### src/rtl/sc_io_pkg.sv
// Shared constants and address decode for the single-cycle computer I/O window.
// Latency: n/a (package). Backpressure: n/a.
// Register layout: OUT ports at 0x00, IN ports at 0x40, STATUS at 0x80, MASK at 0x84.
package sc_io_pkg;

    localparam logic [7:0] OUT_OFS    = 8'h00;
    localparam logic [7:0] IN_OFS     = 8'h40;
    localparam logic [7:0] STATUS_OFS = 8'h80;
    localparam logic [7:0] MASK_OFS   = 8'h84;
    localparam int         MAX_PORTS  = 16;

    typedef enum logic [2:0] {
        SEL_NONE,
        SEL_OUT,
        SEL_IN,
        SEL_STATUS,
        SEL_MASK
    } io_reg_e;

    function automatic logic [3:0] port_idx(input logic [7:0] ofs);
        return ofs[5:2];
    endfunction

    // Port indices past the configured count decode as SEL_NONE, so they read 0 and drop writes.
    function automatic io_reg_e decode_ofs(input logic [7:0] ofs, input int n_out, input int n_in);
        int idx;
        idx = int'(port_idx(ofs));
        decode_ofs = SEL_NONE;
        if (ofs[7:6] == OUT_OFS[7:6] && idx < n_out && idx < MAX_PORTS) begin
            decode_ofs = SEL_OUT;
        end else if (ofs[7:6] == IN_OFS[7:6] && idx < n_in && idx < MAX_PORTS) begin
            decode_ofs = SEL_IN;
        end else if (ofs[7:2] == STATUS_OFS[7:2]) begin
            decode_ofs = SEL_STATUS;
        end else if (ofs[7:2] == MASK_OFS[7:2]) begin
            decode_ofs = SEL_MASK;
        end
    endfunction

endpackage

### src/rtl/sc_io_ports_if.sv
// CPU data bus and data-memory side of the I/O controller.
// Latency: all signals combinational. Backpressure: none, single-cycle bus.
interface sc_io_ports_if;
    logic [31:0] addr;
    logic [31:0] wdata;
    logic        wmem;
    logic [31:0] mem_rdata;
    logic [31:0] cpu_rdata;
    logic        dmem_we;
    logic        io_sel;

    modport master (
        output addr, wdata, wmem, mem_rdata,
        input  cpu_rdata, dmem_we, io_sel
    );

    modport slave (
        input  addr, wdata, wmem, mem_rdata,
        output cpu_rdata, dmem_we, io_sel
    );
endinterface

### src/rtl/sc_io_sync.sv
// Two-flop input synchroniser plus previous-value stage for change detection (SC_IO_IRQ_EN).
// Latency: dout valid 2 edges after din; chg high during the cycle after dout changes.
// Backpressure: none.
module sc_io_sync #(
    parameter int W = 32
) (
    input  logic         clock,
    input  logic         resetn,
    input  logic [W-1:0] din,
`ifdef SC_IO_IRQ_EN
    output logic         chg,
`endif
    output logic [W-1:0] dout
);

    logic [W-1:0] s1_q, s1_d;
    logic [W-1:0] s2_q, s2_d;

    always_comb begin
        s1_d = din;
        s2_d = s1_q;
    end

    always_ff @(posedge clock or negedge resetn) begin
        if (!resetn) begin
            s1_q <= '0;
            s2_q <= '0;
        end else begin
            s1_q <= s1_d;
            s2_q <= s2_d;
        end
    end

    assign dout = s2_q;

`ifdef SC_IO_IRQ_EN
    logic [W-1:0] s3_q, s3_d;

    always_comb begin
        s3_d = s2_q;
    end

    always_ff @(posedge clock or negedge resetn) begin
        if (!resetn) begin
            s3_q <= '0;
        end else begin
            s3_q <= s3_d;
        end
    end

    assign chg = (s2_q != s3_q);
`endif

endmodule

### src/rtl/sc_io_ports.sv
// Memory-mapped I/O window: registered outputs, synchronised inputs, change flags + irq (SC_IO_IRQ_EN).
// Latency: reads combinational, writes land 1 edge after the store. Backpressure: none.
// Stores that hit the window are steered away from data memory.
module sc_io_ports
    import sc_io_pkg::*;
#(
    parameter int          NUM_OUT   = 2,
    parameter int          NUM_IN    = 2,
    parameter int          DATA_W    = 32,
    parameter logic [31:0] BASE_ADDR = 32'hFFFF_FF00
) (
    input  logic                     clock,
    input  logic                     resetn,
    sc_io_ports_if.slave             bus,
    input  logic [NUM_IN*DATA_W-1:0] in_port,
    output logic [NUM_OUT*DATA_W-1:0] out_port,
    output logic                     irq
);

    io_reg_e     sel;
    logic [3:0]  idx;
    logic        io_wr;
    logic [31:0] io_rdata;
    logic        unused_bits;

    assign bus.io_sel  = (bus.addr[31:8] == BASE_ADDR[31:8]);
    assign bus.dmem_we = bus.wmem & ~bus.io_sel;
    assign io_wr       = bus.wmem & bus.io_sel;
    assign sel         = decode_ofs(bus.addr[7:0], NUM_OUT, NUM_IN);
    assign idx         = port_idx(bus.addr[7:0]);
    assign unused_bits = ^{bus.addr[1:0], bus.wdata};

    // Input synchronisers
    logic [DATA_W-1:0] in_sync [NUM_IN];
`ifdef SC_IO_IRQ_EN
    logic [NUM_IN-1:0] in_chg;
`endif

    for (genvar k = 0; k < NUM_IN; k++) begin : g_in
        sc_io_sync #(.W(DATA_W)) u_sync (
            .clock  (clock),
            .resetn (resetn),
            .din    (in_port[k*DATA_W +: DATA_W]),
`ifdef SC_IO_IRQ_EN
            .chg    (in_chg[k]),
`endif
            .dout   (in_sync[k])
        );
    end

    // Output registers
    logic [DATA_W-1:0] out_q [NUM_OUT];
    logic [DATA_W-1:0] out_d [NUM_OUT];

    always_comb begin
        for (int k = 0; k < NUM_OUT; k++) begin
            out_d[k] = out_q[k];
            if (io_wr && sel == SEL_OUT && idx == 4'(k)) begin
                out_d[k] = bus.wdata[DATA_W-1:0];
            end
        end
    end

    always_ff @(posedge clock or negedge resetn) begin
        if (!resetn) begin
            for (int k = 0; k < NUM_OUT; k++) begin
                out_q[k] <= '0;
            end
        end else begin
            out_q <= out_d;
        end
    end

    for (genvar k = 0; k < NUM_OUT; k++) begin : g_out
        assign out_port[k*DATA_W +: DATA_W] = out_q[k];
    end

`ifdef SC_IO_IRQ_EN
    logic [NUM_IN-1:0] flag_q, flag_d;
    logic [NUM_IN-1:0] mask_q, mask_d;

    // OR-ing the change pulses in after the W1C clear makes a same-cycle set win.
    always_comb begin
        flag_d = flag_q;
        mask_d = mask_q;
        if (io_wr && sel == SEL_STATUS) begin
            flag_d = flag_q & ~bus.wdata[NUM_IN-1:0];
        end
        if (io_wr && sel == SEL_MASK) begin
            mask_d = bus.wdata[NUM_IN-1:0];
        end
        flag_d = flag_d | in_chg;
    end

    always_ff @(posedge clock or negedge resetn) begin
        if (!resetn) begin
            flag_q <= '0;
            mask_q <= '0;
        end else begin
            flag_q <= flag_d;
            mask_q <= mask_d;
        end
    end

    assign irq = |(flag_q & mask_q);
`else
    assign irq = 1'b0;
`endif

    // Read mux
    always_comb begin
        io_rdata = '0;
        case (sel)
            SEL_OUT: begin
                for (int k = 0; k < NUM_OUT; k++) begin
                    if (idx == 4'(k)) io_rdata = 32'(out_q[k]);
                end
            end
            SEL_IN: begin
                for (int k = 0; k < NUM_IN; k++) begin
                    if (idx == 4'(k)) io_rdata = 32'(in_sync[k]);
                end
            end
`ifdef SC_IO_IRQ_EN
            SEL_STATUS: io_rdata = 32'(flag_q);
            SEL_MASK:   io_rdata = 32'(mask_q);
`endif
            default: io_rdata = '0;
        endcase
    end

    assign bus.cpu_rdata = bus.io_sel ? io_rdata : bus.mem_rdata;

endmodule
### src/flat_wrapper.sv
// flat-port wrapper written by rule: the top's interface ports become plain ports
module sc_io_ports_flat import sc_io_pkg::*;
#(
    parameter int          NUM_OUT   = 2,
    parameter int          NUM_IN    = 2,
    parameter int          DATA_W    = 32,
    parameter logic [31:0] BASE_ADDR = 32'hFFFF_FF00
)
  (clock, resetn, in_port, out_port, irq, bus_addr, bus_wdata, bus_wmem, bus_mem_rdata, bus_cpu_rdata, bus_dmem_we, bus_io_sel);
  sc_io_ports_if bus_i ();
  input  logic clock;
  input  logic resetn;
  input  logic [NUM_IN*DATA_W-1:0] in_port;
  output logic [NUM_OUT*DATA_W-1:0] out_port;
  output logic irq;
  input wire logic [$bits(bus_i.addr)-1:0] bus_addr;
  input wire logic [$bits(bus_i.wdata)-1:0] bus_wdata;
  input wire logic [$bits(bus_i.wmem)-1:0] bus_wmem;
  input wire logic [$bits(bus_i.mem_rdata)-1:0] bus_mem_rdata;
  output wire logic [$bits(bus_i.cpu_rdata)-1:0] bus_cpu_rdata;
  output wire logic [$bits(bus_i.dmem_we)-1:0] bus_dmem_we;
  output wire logic [$bits(bus_i.io_sel)-1:0] bus_io_sel;
  assign bus_i.addr = bus_addr;
  assign bus_i.wdata = bus_wdata;
  assign bus_i.wmem = bus_wmem;
  assign bus_i.mem_rdata = bus_mem_rdata;
  assign bus_cpu_rdata = bus_i.cpu_rdata;
  assign bus_dmem_we = bus_i.dmem_we;
  assign bus_io_sel = bus_i.io_sel;
  sc_io_ports #(.NUM_OUT(NUM_OUT), .NUM_IN(NUM_IN), .DATA_W(DATA_W), .BASE_ADDR(BASE_ADDR)) u_core (.clock(clock), .resetn(resetn), .bus(bus_i), .in_port(in_port), .out_port(out_port), .irq(irq));
endmodule
### config.mk
export PLATFORM = sky130hd
export DESIGN_NAME = sc_io_ports_flat
export DESIGN_NICKNAME = d
export VERILOG_FILES = /design/src/rtl/sc_io_pkg.sv /design/src/rtl/sc_io_ports_if.sv /design/src/rtl/sc_io_sync.sv /design/src/rtl/sc_io_ports.sv /design/src/flat_wrapper.sv
export SDC_FILE = /design/constraint.sdc
export NUM_CORES = 1
export LEC_CHECK = 0
export ABC_AREA = 1
export CELL_PAD_IN_SITES_DETAIL_PLACEMENT = 1
export CELL_PAD_IN_SITES_GLOBAL_PLACEMENT = 1
export CORE_MARGIN = 3
export CORE_UTILIZATION = 36
export DETAILED_ROUTE_END_ITERATION = 10
export PLACE_DENSITY_LB_ADDON = 0.1
export SLEW_MARGIN = 30
export SYNTH_ARGS = -nofsm -noshare
export SYNTH_HDL_FRONTEND = slang
export SYNTH_SLANG_ARGS = --single-unit
export TNS_END_PERCENT = 5
### constraint.sdc
create_clock -name clock -period 2.6 [get_ports clock]
set_clock_uncertainty 0.1 [all_clocks]
set_input_delay 0.39 -clock clock [delete_from_list [all_inputs] [get_ports clock]]
set_output_delay 0.39 -clock clock [all_outputs]
set_load 0.05 [all_outputs]
Yosys cells after proc, flatten, opt, wreduce, memory -nomap -nowiden
Index checks and enable logic that the tools add are counted.
{"block": "word_totals", "reg_bits": 192, "inputBits": 163, "out_inout_bits": 99, "elab_cells": 34}
{"block": "op_classes", "n_lt_le_gt_ge": 1, "eq_ne": 7, "muxes": 10, "bitwise_logic": 3, "reduce_logical": 7}
{"op": "32-bit two-way mux", "n": 5}
{"op": "32-bit case mux with 2 select lines", "n": 1}
{"op": "24-bit equality test (second input constant)", "n": 1}
{"op": "6-bit equality test (second input constant)", "n": 2}
{"op": "3-bit two-way mux", "n": 4}
{"op": "1-bit logical AND", "n": 5}
{"op": "4-bit by 1-bit equality test with 1-bit output (second input constant)", "n": 1}
{"op": "4-bit logical NOT", "n": 1}
{"op": "4-bit by 2-bit less-than comparator with 1-bit output (second input constant)", "n": 1}
{"op": "3-bit by 1-bit equality test with 1-bit output (second input constant)", "n": 1}
{"op": "3-bit by 2-bit equality test with 1-bit output (second input constant)", "n": 1}
{"op": "1-bit bitwise AND", "n": 2}
{"op": "2-bit by 1-bit equality test with 1-bit output (second input constant)", "n": 1}
{"op": "2-bit logical NOT", "n": 1}
{"op": "1-bit inverter", "n": 1}

Longest topological paths before layout
Gate-level depths: netlist of run 1.
{"block": "depth", "ltp_word": 8, "depth_mapped": 11, "mapped_depth_nobuf": 9}

Modules after synthesis
Synthesis of run 1 repeated with hierarchy kept, for this count alone.
{"block": "unflattened", "hier_cells": 850, "area_unflattened_um2": 7688.6}
{"module": "sc_io_ports", "instances": 1, "cells_each": 722, "area_each_um2": 4485.6, "seq_area_each_um2": 1601.5}
{"module": "sc_io_sync", "instances": 2, "cells_each": 64, "area_each_um2": 1601.5, "seq_area_each_um2": 1601.5}

Worst setup path after synthesis of run 1
Ideal clock, no wire load.
{"block": "synth_path", "kind": "input to output", "startpoint": "input port bus_addr[25]", "endpoint": "output port bus_io_sel", "t_arrival_ps": 2189, "required_time_ps": 2110, "slack_ps": -79, "stages": 4, "path_buffers": 0, "path_cell_list": "nand2_2 -> nor2_8 -> nand2_4 -> nor4_1"}
{"block": "synth_between", "elab_chain_len": 1}
{"element": "start: declaration", "line_no": "flat_wrapper.sv:16", "source": "input wire logic [$bits(bus_i.addr)-1:0] bus_addr;"}
{"element": "24-bit equality test", "line_no": "sc_io_ports.sv:26", "source": "assign bus.io_sel = (bus.addr[31:8] == BASE_ADDR[31:8]);"}
{"element": "end: declaration", "line_no": "flat_wrapper.sv:22", "source": "output wire logic [$bits(bus_i.io_sel)-1:0] bus_io_sel;"}
Every way passes these cells.

Worst setup path in the final report of run 1
{"block": "layout_path", "startpoint": "input port bus_addr[3]", "endpoint": "output port bus_cpu_rdata[24]"}
{"block": "layout_between", "elab_chain_len": 8, "word_cells_on_any_way": 19, "classes_between": "order compare (1); eq/ne (5); mux (10); reduce/logical (3)"}
{"element": "6-bit equality test", "line_no": "sc_io_pkg.sv:35", "source": "end else if (ofs[7:2] == MASK_OFS[7:2]) begin"}
{"element": "3-bit two-way mux", "line_no": "sc_io_pkg.sv:35"}
{"element": "3-bit two-way mux", "line_no": "sc_io_pkg.sv:33", "source": "end else if (ofs[7:2] == STATUS_OFS[7:2]) begin"}
{"element": "3-bit two-way mux", "line_no": "sc_io_pkg.sv:31", "source": "end else if (ofs[7:6] == IN_OFS[7:6] && idx < n_in && idx < MAX_PORTS) begin"}
{"element": "3-bit two-way mux", "line_no": "sc_io_pkg.sv:29", "source": "if (ofs[7:6] == OUT_OFS[7:6] && idx < n_out && idx < MAX_PORTS) begin"}
{"element": "3-bit by 2-bit equality test with 1-bit output or 3-bit by 1-bit equality test with 1-bit output (tied branches)", "line_no": "sc_io_ports.sv:113", "source": "case (sel)"}
{"element": "32-bit case mux with 2 select lines *", "line_no": "sc_io_ports.sv:113"}
{"element": "32-bit two-way mux *", "line_no": "sc_io_ports.sv:132", "source": "assign bus.cpu_rdata = bus.io_sel ? io_rdata : bus.mem_rdata;"}
{"element": "end: declaration", "line_no": "flat_wrapper.sv:20", "source": "output wire logic [$bits(bus_i.cpu_rdata)-1:0] bus_cpu_rdata;"}
Every way passes the cells marked *; elsewhere a longest branch is shown, timed or not.

==> results by group, run 1 <==
Routing
  • Wire length per cell: 18.4 µm
  • Vias: 6,631
  • Via/cell ratio: 4.68
  • Met1 wire length: 10,800 µm
  • DRC viols: 0
  • Met3 wire length: 1380 µm
  • Met2 routed WL: 13,400 µm
  • Initial DRC Count: 257
  • First drt pass iteration count: 4
  • DR top layer: met4
  • Post-route ant nets: 0
  • Routed wire length: 26,000 µm

Yosys
  • Post-synthesis simple-gate area fraction: 33.1%
  • Synth Area in Compound Gates: 0%
  • Register area share after synthesis: 62.5%
  • Synth area leader: dfrtp_1
  • Cell variety after synth: 21
  • Top cells by area, synth: dfrtp_1 62%, nand2_1 28%, buf_6 2.1%, nand4_4 1.1%, buf_4 1.1%
  • Largest family of logic cells by synthesized area: simple AND/OR/NAND/NOR gates
  • Share of the synthesized area in the top cell type: 62.5%
  • Post-Syn Nets: 1,013
  • Gate Count Post-Synth: 850
  • Mux contribution to synthesized area: 0%
  • YS warnings: 0
  • Register bit total from synthesis: 192
  • Avg Cell Area, Syn: 9.05 µm²
  • Xor/xnor share of the synthesized area: 0%
  • Synthesized area: 7690 µm²
  • Post-Synth Adder-Cell Area: 0%

Place
  • PortBufs: 258
  • GPL Wtd Cong: 0.842
  • Cell Area, Placed: 11,100 µm²
  • Placed insts: 1,371
  • Final HPWL DP: 18,000 µm

Flow run
  • Total of max-cap violations: 0

Layout
  • Ant diodes: 0
  • Finished Cell Area: 11,900 µm²
  • Nets@finish: 1,296
  • Fillers: 2,275
  • Area Growth Syn to Fin: 55.0%
  • Layout cell share with drive strength beyond 1: 13.9%
  • Final cell count without fillers: 1,416

Worst setup path
  • Worst Path Required: 2.11 ns
  • Crit start category: primary input
  • Critical Path Fanout Max: 10
  • Setup CP Type: in2out
  • Critical Path Start: bus_addr[3]
  • Reg2Reg Depth: 2
  • FF-to-FF Start: u_core.out_port[19]$_DFFE_PN0P_
  • Worst path arrival time: 2.02 ns
  • CP Capture Type: output pin

Power
  • Switching share of power: 26.5%
  • Seq pwr share: 48.0%
  • Comb power frac: 10.6%
  • Net switching power: 1.72 mW
  • Pwr Density: 545 nW/µm²
  • Cell-internal power: 4.77 mW
  • Clk network pwr share: 41.5%
  • Overall power: 6.49 mW
  • Leakage power: 6.00 nW
  • Peak supply drop: 0.000375 V

Global route
  • Grt total ovfl: 0
  • Initial antenna violation count: 0
  • Number of global-route vias before repair: 7,100
  • First-pass GRT wire length: 40,600 µm
  • Largest net degree at the start of global routing: 74
  • GRT Util Overall: 22.6%

STA
  • Slew headroom: 56.5%
  • Worst Tran Pin Value: 0.653 ns
  • Fin Hold WS: 0.252 ns
  • Min Tclk post-route: 2.51 ns
  • Fmax: 0.398 GHz
  • Final hold vios: 0
  • Crit share post-route: 96.6%
  • Final setup violation count: 0
  • Max-slew violations: 0

Die
  • Starting Density: 37.3%
  • Die Span X: 152 µm
  • Core Area: 20,600 µm²
  • Num rows: 52
  • Io pins: 262
  • Die H: 152 µm
  • DIE AREA: 23,100 µm²

Status
  • Status: complete, no violations

Clocking
  • Clock transition at the registers of the reported paths: 0.08 ns
  • CTS tree: built
  • Htree depth: 4
  • CTS Sinks: 192
  • CTS Buf Count: 17
  • Clock Path Buffers: 2
  • Worst-skew pair later-pin latency: 0.44 ns
  • CTS Root Cell: clkbuf_16

Hold path
  • Hold crit path type: reg2reg
  • Hold path startpoint: u_core.g_in[1].u_sync.s1_q[14]$_DFF_PN0_
  • WHS Path Cells: 0
## worst paths after layout
check | slack, ns | endpoint
max reg2reg | 1.78 | u_core.out_port[19]$_DFFE_PN0P_
min in group asynchronous | 0.43 | u_core.out_port[59]$_DFFE_PN0P_
min | 0.25 | u_core.g_in[1].u_sync.dout[14]$_DFF_PN0_
max in group asynchronous | 1.20 | u_core.g_in[1].u_sync.s1_q[21]$_DFF_PN0_
max | 0.09 | bus_cpu_rdata[24]
min reg2reg | 0.25 | u_core.g_in[1].u_sync.dout[14]$_DFF_PN0_
## cell type report
| cell class | instances | area (µm²) | share of cell area (%) |
|---|---|---|---|
| clock buffer | 17 | 425 | 3.57 |
| clock inverter | 15 | 184 | 1.54 |
| inverter | 8 | 30.0 | 0.252 |
| multi-input combinational | 611 | 2630 | 22.0 |
| sequential | 192 | 4800 | 40.3 |
| tap | 270 | 338 | 2.84 |
| timing repair buffer | 303 | 3510 | 29.4 |
## registers in the layout, summed over array words and instances (netlist names)
| name | count |
|---|---|
| u_core.g_in.u_sync.s1_q | 64 |
| u_core.g_in.u_sync.dout | 64 |
| u_core.out_port | 64 |
## per-stage QoR
stage	TNS, ns	worst slack (ns)	utilization (%)
floorplan	0	0.492	-
global placement	-0.578	-0.0397	53.6
detailed placement	-1.61	-0.0941	53.6
CTS	0	0.0360	57.3
global route	-0.0234	-0.00729	57.8
finish	0	0.0893	57.8
## layout by cell type (no fill, tap or decap), types with 2 or more instances in the layout
cell               n
inv_2              3
nand2_1          563
buf_12            48
clkinv_8           4
clkbuf_16         18
nand2_4            4
nor2_8             4
nor2_4             7
buf_6              2
buf_16             2
inv_12             2
inv_8              5
buf_4             25
nand2_2           20
nand4_4            5
inv_1              5
nor2_1             2
clkdlybuf4s50_1  220
dlygate4sd2_1      2
dfrtp_1          192
## synthesized netlist by cell type, drive strengths merged
master / instances
nand2: 587
dfrtp: 192
buf: 33
nor2: 14
inv: 8
clkbuf: 6
nand4: 5
nand3: 2
conb: 1
nor3b: 1
nor4: 1
## metal layers
layer / up-vias / track usage, %
met3: 27 / 4.74
met1: 3275 / 28.6
met5: - / 0
met2: 213 / 39.4
li1: 3116 / -
met4: 0 / 6.08
## power groups by stage
stage / logic (mW) / clock network (mW) / registers (mW)
finish: 0.685 / 2.69 / 3.11
global route: 0.729 / 2.90 / 3.12
CTS: 0.684 / 2.76 / 3.12
detailed placement: 0.661 / 0 / 3.17
global placement: 0.651 / 0 / 3.16
floorplan: 0.182 / 0 / 3.16
## timing repair
item,in CTS,in global routing
endpoints found under the setup margin,32,31
hold endpoints to repair,67,0
hold buffers,1,0
pin swaps,3,2
setup buffers,5,4
gates cloned,2,1
gates resized for setup,23,10
## cell families after synthesis
logic type / Yosys count
simple gates: 610
other cells: 1
buf+inv: 47
flops: 192
## worst max-delay path, stage by stage
cell and delay, ns:
clkdlybuf4s50_1 0.41, inv_2 0.08, nand2_4 0.08, nor2_4 0.14
buf_4 0.17, buf_12 0.14, nand2_1 0.05, nand2_1 0.07
nand2_1 0.11, nand2_1 0.09, nand2_1 0.05, nand2_1 0.10
buf_12 0.14
Power figures use the tool's default switching activity.
==> inputs of run 2 (changes only) <==
--- a/config.mk
+++ b/config.mk
@@ -6,6 +6,7 @@
 export NUM_CORES = 1
 export LEC_CHECK = 0
 export ABC_AREA = 1
+export CAP_MARGIN = 40
 export CELL_PAD_IN_SITES_DETAIL_PLACEMENT = 1
 export CELL_PAD_IN_SITES_GLOBAL_PLACEMENT = 1
 export CORE_MARGIN = 3
==> results of run 2 <==
No change in the layout: final DEF, timing and power equal those of run 1.
==> inputs of run 3 (changes only) <==
--- a/config.mk
+++ b/config.mk
@@ -12,6 +12,7 @@
 export CORE_MARGIN = 3
 export CORE_UTILIZATION = 36
 export DETAILED_ROUTE_END_ITERATION = 10
+export HOLD_SLACK_MARGIN = 0.06
 export PLACE_DENSITY_LB_ADDON = 0.1
 export SLEW_MARGIN = 30
 export SYNTH_ARGS = -nofsm -noshare
==> results of run 3 <==
No change in the layout: final DEF, timing and power equal those of run 1.
